### src/rtl/traffic_light_ctrl_if.sv
// Lamp/status bundle between the traffic light controller and its environment.
// The controller takes the slave view; the lamp/buzzer side takes the master view.
interface traffic_light_ctrl_if;
  logic [2:0] lamp_ok;
  logic       manual_red;
  logic [1:0] color;
  logic [2:0] unable;
  logic [6:0] sec_left;
  logic       tick;

  modport master (
    output lamp_ok, manual_red,
    input  color, unable, sec_left, tick
  );

  modport slave (
    input  lamp_ok, manual_red,
    output color, unable, sec_left, tick
  );
endinterface

### src/rtl/traffic_light_ctrl.sv
// Traffic light sequencer: 1-second prescaler, GREEN/YELLOW/RED phase timer,
// debounced lamp-failure flags and an absorbing DARK state when all lamps fail.
module traffic_light_ctrl #(
  parameter int unsigned TICK_DIV   = 10_000_000,
  parameter int unsigned GREEN_SEC  = 30,
  parameter int unsigned YELLOW_SEC = 3,
  parameter int unsigned RED_SEC    = 20
) (
  input  logic                clk,
  input  logic                rst,
  traffic_light_ctrl_if.slave bus
);

  localparam logic [1:0] ST_GREEN  = 2'd0;
  localparam logic [1:0] ST_YELLOW = 2'd1;
  localparam logic [1:0] ST_RED    = 2'd2;
  localparam logic [1:0] ST_DARK   = 2'd3;

  localparam int unsigned   PW       = (TICK_DIV > 2) ? $clog2(TICK_DIV) : 1;
  localparam logic [PW-1:0] PRE_LAST = PW'(TICK_DIV - 1);

  localparam logic [6:0] GREEN_LEN  = 7'(GREEN_SEC);
  localparam logic [6:0] YELLOW_LEN = 7'(YELLOW_SEC);
  localparam logic [6:0] RED_LEN    = 7'(RED_SEC);

  logic [PW-1:0] prescaler;
  logic          tick;
  logic [1:0]    state, state_nxt;
  logic [1:0]    color_q, color_nxt;
  logic [6:0]    sec_left_q, sec_nxt;
  logic [2:0]    unable_q, unable_nxt;
  logic [2:0]    bad_prev, bad_now;

  assign tick         = (prescaler == PRE_LAST);
  assign bus.tick     = tick;
  assign bus.color    = color_q;
  assign bus.sec_left = sec_left_q;
  assign bus.unable   = unable_q;
  assign bad_now      = ~bus.lamp_ok;

  always_comb begin
    unable_nxt = unable_q;
    state_nxt  = state;
    sec_nxt    = sec_left_q;
    if (tick) begin
      // A lamp is declared failed only after two consecutive bad tick samples.
      unable_nxt = unable_q | (bad_now & bad_prev);
      if (state != ST_DARK) begin
        if (unable_nxt == '1) begin
          state_nxt = ST_DARK;
          sec_nxt   = '0;
        end else begin
          unique case (state)
            ST_GREEN: begin
              if (bus.manual_red || sec_left_q <= 7'd1) begin
                state_nxt = ST_YELLOW;
                sec_nxt   = YELLOW_LEN;
              end else begin
                sec_nxt = sec_left_q - 7'd1;
              end
            end
            ST_YELLOW: begin
              if (sec_left_q <= 7'd1) begin
                state_nxt = ST_RED;
                sec_nxt   = RED_LEN;
              end else begin
                sec_nxt = sec_left_q - 7'd1;
              end
            end
            ST_RED: begin
              if (sec_left_q <= 7'd1) begin
                state_nxt = ST_GREEN;
                sec_nxt   = GREEN_LEN;
              end else begin
                sec_nxt = sec_left_q - 7'd1;
              end
            end
            default: begin
              state_nxt = ST_DARK;
              sec_nxt   = '0;
            end
          endcase
        end
      end
    end
  end

  always_comb begin
    unique case (state_nxt)
      ST_GREEN:  color_nxt = 2'b01;
      ST_YELLOW: color_nxt = 2'b10;
      ST_RED:    color_nxt = 2'b11;
      default:   color_nxt = 2'b00;
    endcase
  end

  always_ff @(posedge clk) begin
    if (rst) begin
      prescaler  <= '0;
      state      <= ST_GREEN;
      color_q    <= 2'b01;
      sec_left_q <= GREEN_LEN;
      unable_q   <= '0;
      bad_prev   <= '0;
    end else begin
      prescaler  <= tick ? '0 : prescaler + 1'b1;
      state      <= state_nxt;
      color_q    <= color_nxt;
      sec_left_q <= sec_nxt;
      unable_q   <= unable_nxt;
      if (tick) bad_prev <= bad_now;
    end
  end

endmodule
### src/flat_wrapper.sv
// flat-port wrapper written by rule: the top's interface ports become plain ports
module traffic_light_ctrl_flat 
#(
  parameter int unsigned TICK_DIV   = 10_000_000,
  parameter int unsigned GREEN_SEC  = 30,
  parameter int unsigned YELLOW_SEC = 3,
  parameter int unsigned RED_SEC    = 20
)
  (clk, rst, bus_lamp_ok, bus_manual_red, bus_color, bus_unable, bus_sec_left, bus_tick);
  traffic_light_ctrl_if bus_i ();
  input  logic clk;
  input  logic rst;
  input wire logic [$bits(bus_i.lamp_ok)-1:0] bus_lamp_ok;
  input wire logic [$bits(bus_i.manual_red)-1:0] bus_manual_red;
  output wire logic [$bits(bus_i.color)-1:0] bus_color;
  output wire logic [$bits(bus_i.unable)-1:0] bus_unable;
  output wire logic [$bits(bus_i.sec_left)-1:0] bus_sec_left;
  output wire logic [$bits(bus_i.tick)-1:0] bus_tick;
  assign bus_i.lamp_ok = bus_lamp_ok;
  assign bus_i.manual_red = bus_manual_red;
  assign bus_color = bus_i.color;
  assign bus_unable = bus_i.unable;
  assign bus_sec_left = bus_i.sec_left;
  assign bus_tick = bus_i.tick;
  traffic_light_ctrl #(.TICK_DIV(TICK_DIV), .GREEN_SEC(GREEN_SEC), .YELLOW_SEC(YELLOW_SEC), .RED_SEC(RED_SEC)) u_core (.clk(clk), .rst(rst), .bus(bus_i));
endmodule
### config.mk
export PLATFORM = sky130hd
export DESIGN_NAME = traffic_light_ctrl_flat
export DESIGN_NICKNAME = d
export VERILOG_FILES = /design/src/rtl/traffic_light_ctrl_if.sv /design/src/rtl/traffic_light_ctrl.sv /design/src/flat_wrapper.sv
export SDC_FILE = /design/constraint.sdc
export NUM_CORES = 1
export LEC_CHECK = 0
export ABC_AREA = 1
export CAP_MARGIN = 10
export CORE_UTILIZATION = 50
export DETAILED_ROUTE_END_ITERATION = 7
export GPL_ROUTABILITY_DRIVEN = 1
export PLACE_DENSITY = 0.7
export SLEW_MARGIN = 10
export SYNTH_ARGS = -nofsm -noshare
export SYNTH_HDL_FRONTEND = slang
export SYNTH_SLANG_ARGS = --single-unit
### constraint.sdc
create_clock -name clk -period 3.3 [get_ports clk]
set_clock_uncertainty 0.1 [all_clocks]
set_input_delay 0.33 -clock clk [delete_from_list [all_inputs] [get_ports clk]]
set_output_delay 0.33 -clock clk [all_outputs]
set_load 0.05 [all_outputs]
==> impl_metrics.toml, run 1 <==
[finish]
antenna_cells = 0
final_cell_mix = "nand2_1, inv_1, nor2_1, dfxtp_1, a21oi_1"
utilization_pct = 60.30
final_cells = 395
final_area_mm2 = 0.002608
num-fill-cells = 407
area_growth_pct = 16.04
finalNetCount = 351
drive_gt1_share_pct = 9.913
final_common_cell = "nand2_1"

[worst_setup_path]
crit_chain = "ha_1 -> nand2_1 -> inv_1 -> nand2_1 -> nor2_4 -> and2_4 -> clkdlybuf4s50_1"
cp_max_fo = 11
arrival_ns = 2.32
worst-path-buf-inv = 2
critical_path_class = "reg -> out"
worstPathRequired_ns = 2.87
slowest_stage = "clkdlybuf4s50_1"
cp_common_cell = "nand2_1"
cp-end-kind = "output pin"
critPathTopFamily = "buffers and inverters"
start_kind = "flop"
slowest_delay_ns = 0.82

[global_route]
met2_usage_pct = 31.50
grt_pass1_vias = 1855
grt_pass1_wl_mm = 8.142
busiest_layer = "met2"
grt_use_met3_pct = 5.117
track_usage_pct = 20.83
antenna_found_initial = 0
grt.met1_usage_pct = 28.69
overflow = 0
grt_max_degree = 20

[place]
place.gp.congestion = 0.7895
dp.cells = 387
dpl.hpwl_mm = 3.336
detailed_place.area_mm2 = 0.002474
io_buffer_count = 18

[clock_network]
post_cts_buffers = 0
clock_path_buffers = 2
clock_latency_ns = 0.30
numCtsBuffers = 5
htreeDepth = 2
clk_pin_slew_ns = 0.08
root_buffer = "clkbuf_8"
clock_sinks = 41
cts_tree = "yes"
cts_hold_buf = 0
post_cts.resized_instances = 0

[die]
coreArea_mm2 = 0.004324
fp-row-count = 24
die_area_mm2 = 0.004767
start_util_pct = 51.97
fp.dieW_um = 69.04
die_h_um = 69.04
ioPinCount = 19

[timing]
fin_setup_tns_ns = 0
setup_viol = 0
fmaxAchievable_mhz = 364.1
slew_violations = 0
slew_headroom_pct = 55.22
finalCriticalPeriod_ns = 2.747
worst_slew_pin_slew_ns = 0.6666
hold_viol = 0
finalCritPeriodShare_pct = 83.23
rsz0062_at_grt = "false"

[power]
p_per_area_mw_per_mm2 = 387.3
p_int_mw = 0.8097
seqPwrFrac_pct = 49.5
peakVddDrop_uv = 265.5
p_leak_nw = 0.9819
clockPowerShare_pct = 47.7
p_sw_share_pct = 19.82
power.share.combinational_pct = 2.8
total_power_mw = 1.010
p_switching_mw = 0.2002

[detailed_routing]
ant_nets = 0
drc = 0
dr.pass1.iters = 5
vias = 2051
drtIter0Drc = 117
totalWireLength_mm = 4.637
viasPerCell = 5.192
wl_per_cell_um = 11.74

[logic_synthesis]
synth_cell_types = 32
ys_seq_area_share_pct = 36.53
netlist_area_mm2 = 0.002247
synth_cells = 319
synth_area_per_cell_um2 = 7.044
synth_nets = 328
yosysWarnings = 0
ys_ff_latch = 41

[worst_hold_path]
min_path_type = "reg -> reg"

[job]
cap_viol_max_count = 0

[outcome]
status = "finished, final reports clean"
-- flip-flops by register name, indices dropped and copies added, names as in the netlist --
signal / flops
u_core.prescaler: 24
u_core.bus.sec_left: 7
u_core.bad_prev: 3
u_core.bus.unable: 3
u_core.bus.color: 2
u_core.state: 2
-- power by group through the flow --
| stage | clock network (mW) | logic [mW] | registers [mW] |
|---|---|---|---|
| after floorplan | 0 | 0.0177 | 0.511 |
| final | 0.482 | 0.0284 | 0.500 |
| after global routing | 0.516 | 0.0332 | 0.500 |
| after global placement | 0 | 0.0290 | 0.511 |
| after CTS | 0.495 | 0.0289 | 0.499 |
| after detailed placement | 0 | 0.0289 | 0.511 |
-- per-stage QoR --
| step | hold slack (ns) | worst slack [ns] |
|---|---|---|
| after global routing | 0.3919 | 0.4028 |
| after floorplan | 0.3085 | 1.285 |
| after CTS | 0.3625 | 0.5249 |
| after detailed placement | 0.3462 | 0.8540 |
| final | 0.3580 | 0.5534 |
| after global placement | 0.3336 | 0.8943 |
-- layout make-up --
type	instances	area [µm²]	area share (%)
multi-input cells	227	1217	46.69
flip-flops and latches	41	820.8	31.48
clock inverters	3	65.06	2.495
clock buffers	5	68.82	2.639
inverters	48	182.7	7.006
repair buffers	19	187.7	7.198
well taps	52	65.06	2.495
-- logic make-up (layout without fill, tap and decap cells) --
logic type	after synthesis	in the layout	synth area share (%)
AND/OR/NAND/NOR	166	166	36.30
buffers and inverters	51	75	9.298
XOR/XNOR	12	12	4.677
adder cells (fa/ha/maj)	3	3	1.671
AO/OA/AOI/OAI	46	46	11.53
flip-flops	41	41	36.53
-- synth_stat cells --
cell type	number	area share [%]
and2_1	2	0.56
a21oi_1	23	5.1
nand2_1	60	10
o21ai_0	10	2.2
nand3_4	1	0.78
nor2_2	3	0.84
nor2_1	41	6.8
ha_1	3	1.7
dfxtp_1	41	37
a31oi_1	1	0.28
o21ai_2	1	0.39
xor2_1	9	3.5
o22ai_1	1	0.28
inv_4	1	0.28
nand3b_1	1	0.33
nand3_2	4	1.8
nand3_1	15	3.3
o21ai_1	1	0.22
nand4_2	1	0.56
clkbuf_1	1	0.17
nor3_1	14	3.1
nor2_4	6	3.0
inv_2	3	0.50
xnor2_1	3	1.2
a211oi_1	4	1.3
o21a_1	3	1.0
nand4_1	13	3.6
o31ai_1	2	0.67
nand2_2	4	1.1
and2_4	1	0.39
inv_1	44	7.3
buf_6	2	1.0
-- final timing paths --
check,start,endpoint,slack (ns),cells after the start
worst max-delay path,u_core.prescaler[0]$_SDFF_PP0_,bus_tick,0.55,7
worst min-delay path,u_core.prescaler[0]$_SDFF_PP0_,u_core.prescaler[0]$_SDFF_PP0_,0.36,1
worst max register to register,u_core.bus.sec_left[0]$_SDFFE_PP0P_,u_core.bus.color[1]$_SDFF_PP0_,1.40,12
worst min register to register,u_core.prescaler[0]$_SDFF_PP0_,u_core.prescaler[0]$_SDFF_PP0_,0.36,1
-- layer usage --
metal,wire length (µm),vias up
met5,0,-
met2,2112,52
met1,2204,905
li1,-,1085
met4,95,0
met3,225,9
No activity file was read; power rests on OpenSTA's default activity.
==> run 2: changes to the inputs <==
==> constraint.sdc (replaced) <==
create_clock -name clk -period 2.82 [get_ports clk]
set_clock_uncertainty 0.1 [all_clocks]
set_input_delay 0.282 -clock clk [delete_from_list [all_inputs] [get_ports clk]]
set_output_delay 0.282 -clock clk [all_outputs]
set_load 0.05 [all_outputs]
==> impl_metrics.toml, run 2 (same netlist as run 1, synthesis figures left out) <==
[worst_setup_path]
cp-end-kind = "output pin"
slowest_delay_ns = 0.44
worst-path-buf-inv = 2
cp_max_fo = 11
start_kind = "flop"
cp_common_cell = "nand2_1"
slowest_stage = "dlymetal6s2s_1"
crit_chain = "ha_1 -> nand2_1 -> inv_1 -> nand2_1 -> nor2_4 -> and2_4 -> dlymetal6s2s_1"
critPathTopFamily = "simple AND/OR/NAND/NOR gates"
worstPathRequired_ns = 2.44
critical_path_class = "reg -> out"
arrival_ns = 1.92

[clock_network]
htreeDepth = 2
clock_sinks = 41
numCtsBuffers = 5
clk_pin_slew_ns = 0.08
root_buffer = "clkbuf_8"
cts_tree = "yes"
clock_path_buffers = 2
clock_latency_ns = 0.30

[timing]
rsz0062_at_grt = "false"
slew_headroom_pct = 66.83
hold_viol = 0
fmaxAchievable_mhz = 434.7
fin_setup_tns_ns = 0
slew_violations = 0
finalCritPeriodShare_pct = 81.58
holdWs_ns = 0.3526
setup_viol = 0
worst_slew_pin_slew_ns = 0.4967
finalCriticalPeriod_ns = 2.300

[place]
place.gp.congestion = 0.7951
detailed_place.area_mm2 = 0.002481
io_buffer_count = 18
dp.cells = 388
dpl.hpwl_mm = 3.388

[finish]
largest_reg_flops = 24
multi_input_area_mm2 = 0.001217
num-fill-cells = 439
finalNetCount = 352
final_area_mm2 = 0.002595
final_common_cell = "nand2_1"
antenna_cells = 0
seq_area_um2 = 820.8
final_cell_mix = "nand2_1, inv_1, nor2_1, dfxtp_1, a21oi_1"
area_growth_pct = 15.48
utilization_pct = 60.01
final_cells = 396
regMostFlops = "u_core.prescaler"
drive_gt1_share_pct = 9.884

[die]
ioPinCount = 19
fp.dieW_um = 69.04
fp-row-count = 24
coreArea_mm2 = 0.004324
die_h_um = 69.04
die_area_mm2 = 0.004767
start_util_pct = 51.97

[worst_hold_path]
min_path_type = "reg -> reg"

[outcome]
status = "finished, final reports clean"

[global_route]
antenna_found_initial = 0
grt_max_degree = 20
track_usage_pct = 21.07
grt_pass1_vias = 1915
grt_pass1_wl_mm = 8.259
overflow = 0

[detailed_routing]
totalWireLength_mm = 4.612
ant_nets = 0
drtIter0Drc = 82
drc = 0
viasPerCell = 5.169
dr.pass1.iters = 4
vias = 2047
wl_per_cell_um = 11.65

[job]
cap_viol_max_count = 0

[power]
p_per_area_mw_per_mm2 = 424.2
peakVddDrop_uv = 240.9
p_leak_nw = 0.9933
run 2: final timing paths:
check	startpoint	endpoint	slack [ns]	cells past startpoint
setup / recovery	u_core.prescaler[0]$_SDFF_PP0_	bus_tick	0.52	7
hold / removal	u_core.prescaler[0]$_SDFF_PP0_	u_core.prescaler[0]$_SDFF_PP0_	0.35	1
setup reg to reg	u_core.bus.sec_left[0]$_SDFFE_PP0P_	u_core.bus.color[1]$_SDFF_PP0_	0.94	12
hold reg to reg	u_core.prescaler[0]$_SDFF_PP0_	u_core.prescaler[0]$_SDFF_PP0_	0.35	1
run 2: layout make-up:
| cell class | count | area share (%) |
|---|---|---|
| flip-flops and latches | 41 | 31.63 |
| clock buffers | 6 | 2.797 |
| clock inverters | 2 | 1.495 |
| repair buffers | 20 | 7.618 |
| multi-input cells | 227 | 46.91 |
| well taps | 52 | 2.507 |
| inverters | 48 | 7.040 |
run 2: repair_timing:
action                     in CTS  in global routing
setup buffers                   0                  0
hold buffers                    0                  0
setup endpoints to repair       0                  1
resized for setup               0                  1
run 2: per-stage QoR:
step	total power, mW	setup slack, ns
floorplan	0.6184	0.8051
global placement	0.6320	0.4640
detailed placement	0.6318	0.4442
CTS	1.113	0.1072
global route	1.148	0.3679
finish	1.101	0.5196
run 2: layer usage:
layer | vias up | track usage [%] | part of all wire, %
li1 | 1082 | - | -
met1 | 921 | 27.61 | 50
met2 | 37 | 34.52 | 45
met3 | 7 | 4.386 | 3.4
met4 | 0 | 6.803 | 1.3
met5 | - | 0 | 0
run 2: power by group:
part | leakage [nW] | internal, mW | total (mW) | switching (mW)
Combinational | 0.607 | 0.0140 | 0.0338 | 0.0198
Clock | 0.0554 | 0.266 | 0.483 | 0.217
Sequential | 0.331 | 0.582 | 0.584 | 0.00266
==> RTL change 1 (settings of run 2) <==
`TICK_DIV` is set to 10_000_000 in 2 places; all go to 5_000_000.
--- a/src/rtl/traffic_light_ctrl.sv
+++ b/src/rtl/traffic_light_ctrl.sv
@@ -1,7 +1,7 @@
 // Traffic light sequencer: 1-second prescaler, GREEN/YELLOW/RED phase timer,
 // debounced lamp-failure flags and an absorbing DARK state when all lamps fail.
 module traffic_light_ctrl #(
-  parameter int unsigned TICK_DIV   = 10_000_000,
+  parameter int unsigned TICK_DIV   = 5_000_000,
   parameter int unsigned GREEN_SEC  = 30,
   parameter int unsigned YELLOW_SEC = 3,
   parameter int unsigned RED_SEC    = 20
--- a/src/flat_wrapper.sv
+++ b/src/flat_wrapper.sv
@@ -1,7 +1,7 @@
 // flat-port wrapper written by rule: the top's interface ports become plain ports
 module traffic_light_ctrl_flat 
 #(
-  parameter int unsigned TICK_DIV   = 10_000_000,
+  parameter int unsigned TICK_DIV   = 5_000_000,
   parameter int unsigned GREEN_SEC  = 30,
   parameter int unsigned YELLOW_SEC = 3,
   parameter int unsigned RED_SEC    = 20
Behaviour: no difference found for any inputs over 10 cycles, from zero or initial values and one cycle with rst high; that may be too few to reach the edited logic, so the function may still have changed.
==> RTL change 1 against run 2 <==
Die area shrank 2.4%. Hold slack lost 0.0058 ns. Register-to-register slack lost 0.05 ns. Global-route usage grew 0.53 points. Count of clock-buffer cells in the layout grew 1. Total power shrank 7.6%. Final area shrank 2.9%. Fmax shrank 2.2%. Area after synthesis shrank 2.4%. Critical path depth grew 1. Worst setup slack lost 0.053 ns. Non-clock buffer count shrank 2. Sequential cell count shrank 1. Routed wire length shrank 5.6%. Highest routed layer unchanged.
==> RTL change 1: results <==
grt:
  grt_use_met3_pct: 5.000
  use_met2_pct: 34.93
  grt_pass1_wl_um: 7569
  grt_pass1_vias: 1830
  track_usage_pct: 21.60
critical_path:
  r2r_cells: 9
  rrSetupSlack_ns: 0.89
  crit_fanout: 8
  cpPeakStageDelay_ns: 0.42
placed_design:
  gp_congestion: 0.8167
  dpl.hpwl_um: 3190
  dp_slack_ns: 0.3912
power:
  p_leak_nw: 0.9476
  comb_power_w: 0.0000301
  seq_power_w: 0.000571
layout:
  drive_gt1_share_pct: 10.06
  fin_cells: 388
  largest_reg_flops: 23
synthesis:
  synth_commonest_cells: "71 x nand2_1, 45 x inv_1, 40 x dfxtp_1"
  synth_seq_area_share_pct: 36.53
  synth.area.top_cells: "dfxtp_1 37%, nand2_1 12%, inv_1 7.7%"
  syn_area_per_cell_um2: 6.937
  syn_nets: 325
timing:
  final.setup.worst_slack_ns: 0.4670
routing:
  met3_length_um: 136
  route.met2.wl_um: 1943
  vias_per_cell: 5.041
  finalWirelength_um: 4356
worst_hold_path:
  min_from: "u_core.bad_prev[0]$_SDFFE_PP0P_"
run_status:
  outcome: "finished clean"
-- RTL change 1: cell types whose count changed after synthesis, moves of 3 or more --
cell / run 2 / this run
a211oi_1: 4 / 1
nand2_1: 60 / 71
nand4_1: 13 / 6
nor2_1: 41 / 34
nor3_1: 14 / 9
-- RTL change 1: cell families after synthesis --
| family | synth area share, % |
|---|---|
| DFF | 36.53 |
| adders and majority gates | 1.713 |
| xor gates and xnor gates | 4.395 |
| and+or+nand+nor | 38.13 |
| buffers and inverters | 8.676 |
| AOI/OAI and AO/OA | 10.56 |
-- RTL change 1: worst reg2reg max path, delay by kind of cell, from the launching register on --
kind | cells | cell delay (ns)
and+or+nand+nor | 6 | 0.97
AOI/OAI and AO/OA | 2 | 0.21
DFF | 1 | 0.37
adders and majority gates | 1 | 0.19
-- RTL change 1: cell type report --
class / instances / area [um^2]
flip-flops and latches: 40 / 800.8
well taps: 50 / 62.56
repair buffers: 18 / 182.7
inverters: 47 / 176.4
multi-input cells: 226 / 1201
clock buffers: 7 / 96.34
fillers: 401 / 1595
==> RTL change 2 (flow settings as in run 2) <==
Made on the original files. Make the reset (`rst`) asynchronous in one clocked block.
--- a/src/rtl/traffic_light_ctrl.sv
+++ b/src/rtl/traffic_light_ctrl.sv
@@ -94,7 +94,7 @@
     endcase
   end
 
-  always_ff @(posedge clk) begin
+  always_ff @(posedge clk or posedge rst) begin
     if (rst) begin
       prescaler  <= '0;
       state      <= ST_GREEN;
Function: no difference found for any inputs over 10 cycles, from zero or initial values and one cycle with rst high; that may be too few to reach the edited logic, so the function may still have changed.
==> RTL change 2 against run 2 <==
The run now ends with design-rule violations left. Area after synthesis increased by 6.4%. Sequential share of layout area up 6.2 points. Register-to-register slack got worse by 0.23 ns. Final area is 5.1% higher. Final cell count shrank 1.8%. Total power decreased by 11%. Global-route usage grew 0.72 points. Sequential cell count unchanged. Non-clock buffer count stayed put. Worst setup slack lost 0.35 ns. Routed wire length is 4.4% higher. First-iteration DRC count increased by 15%. Largest cell class unchanged. Largest power group unchanged.
==> RTL change 2: results <==
routing:
  drc: 2
  vias: 1993
  drt_iter0_drc: 94
  finalWirelength_um: 4813
  firstDrtPassIters: 6
synthesis:
  synth_xor_area_share_pct: 7.326
  synth_compound_area_share_pct: 5.442
  async_flop_share_pct: 100.0
  ys_warn_count: 0
  synth_seq_area_share_pct: 43.17
  yosysUniqueCellTypes: 27
  syn_nets: 319
  synth_top_flop_cell: "dfrtp_1"
  synthAdderAreaFrac_pct: 1.570
  synth_commonest_cells: "67 x nand2_1, 45 x inv_1, 41 x nor2_1"
  synth.area.top_cells: "dfrtp_1 38%, nand2_1 11%, inv_1 7.1%"
  synth_mux_area_share_pct: 0
clock_network:
  root_buffer: "clkbuf_8"
  cts_resized: 0
  cts_buffers: 5
  clkLatencyLatePin_ns: 0.30
  htreeDepth: 2
  clkTransAtPathRegs_ns: 0.07
  cts_setup_buffers: 0
  clk_path_buf_depth: 2
placed_design:
  dpl.hpwl_um: 3700
  io_buffer_count: 18
  gp_congestion: 0.9314
  place_area_um2: 2646
critical_path:
  cpPeakStageDelay_ns: 0.79
  r2r_cells: 8
  path_delay_family: "buffers and inverters"
  critPathSlowestCell: "clkdlybuf4s50_1"
  rrSetupSlack_ns: 0.71
  arrival_ns: 2.27
  crit_fanout: 5
layout:
  fin_nets: 345
  diodes: 0
  fill_cells: 411
  drive_gt1_share_pct: 10.09
  largest_reg_flops: 24
  top_register: "u_core.prescaler"
  design_area_um2: 2726
run_status:
  violations: "design-rule violations"
  outcome: "finished, violations left"
power:
  peakVddDrop_mv: 0.2531
  p_leak_nw: 1.368
  netSwitchingFraction_pct: 21.32
timing:
  tightest_slew_ns: 0.7113
  whs_ns: 0.3102
worst_hold_path:
  min-delay-path-class: "input port to async pin"
grt:
  grt_start_max_net_pins: 42
  track_usage_pct: 21.79
  antenna_found_initial: 0
  grt_pass1_vias: 1880
  grt_pass1_wl_um: 8473
RTL change 2: changes by cell type after synthesis, sizes merged, moves of 3 or more:
| cell | delta |
|---|---|
| dfxtp | -41 |
| dfrtp | +36 |
| a21oi | -14 |
| nand2 | +10 |
| xor2 | +7 |
| dfstp | +5 |
| nor2 | -5 |
| o21ai | +5 |
| a211oi | -4 |
| and2 | -3 |
| inv | +3 |
| nor3 | -3 |
| o21a | -3 |
| or2 | +3 |
RTL change 2: cell type report:
type                       count  share of cell area, %
tap                           52                  2.386
clock buffer                   8                  2.937
inverter                      51                  7.022
timing repair buffer          20                  7.159
multi-input combinational    217                  42.63
sequential                    41                  37.86
RTL change 2: power by group through the flow:
| stage | clock network, W | registers, W | logic, W |
|---|---|---|---|
| final | 0.000369 | 0.000588 | 0.0000250 |
| after global routing | 0.000401 | 0.000588 | 0.0000302 |
| after CTS | 0.000386 | 0.000588 | 0.0000263 |
| after detailed placement | 0 | 0.000599 | 0.0000263 |
| after global placement | 0 | 0.000599 | 0.0000259 |
| after floorplan | 0 | 0.000599 | 0.0000135 |
RTL change 2: metrics by stage:
step | total power [W] | instances | setup slack (ns)
after floorplan | 0.0006126 | 310 | 0.9591
after global placement | 0.0006251 | 381 | 0.5377
after detailed placement | 0.0006255 | 381 | 0.4992
after CTS | 0.001000 | 389 | 0.1562
after global routing | 0.001019 | 389 | 0.03573
final | 0.0009820 | 389 | 0.1729
RTL change 2: logic make-up (layout without fill, tap and decap cells):
| group | after synthesis | count (layout) |
|---|---|---|
| AOI/OAI and AO/OA | 26 | 26 |
| adders and majority gates | 3 | 3 |
| xor gates and xnor gates | 20 | 20 |
| DFF | 41 | 41 |
| and+or+nand+nor | 168 | 168 |
| buffers and inverters | 52 | 79 |
RTL change 2: final timing paths:
kind	end	start
worst max-delay path	bus_tick	u_core.prescaler[0]$_DFF_PP0_
worst min-delay path	u_core.bad_prev[0]$_DFFE_PP0P_	rst
worst max register to register	u_core.bus.sec_left[0]$_DFFE_PP0P_	u_core.prescaler[0]$_DFF_PP0_
worst min register to register	u_core.bus.sec_left[3]$_DFFE_PP1P_	u_core.bus.sec_left[3]$_DFFE_PP1P_
max in group asynchronous	u_core.bus.color[0]$_DFF_PP1_	rst
min in group clk	u_core.bus.sec_left[3]$_DFFE_PP1P_	u_core.bus.sec_left[3]$_DFFE_PP1P_
RTL change 2: metal layers:
metal	GRT usage (%)	share of wire, %	up-vias
li1	-	-	1021
met1	28.39	46	926
met2	35.98	49	41
met3	4.843	4.2	5
met4	7.333	1.0	0
met5	0	0	-
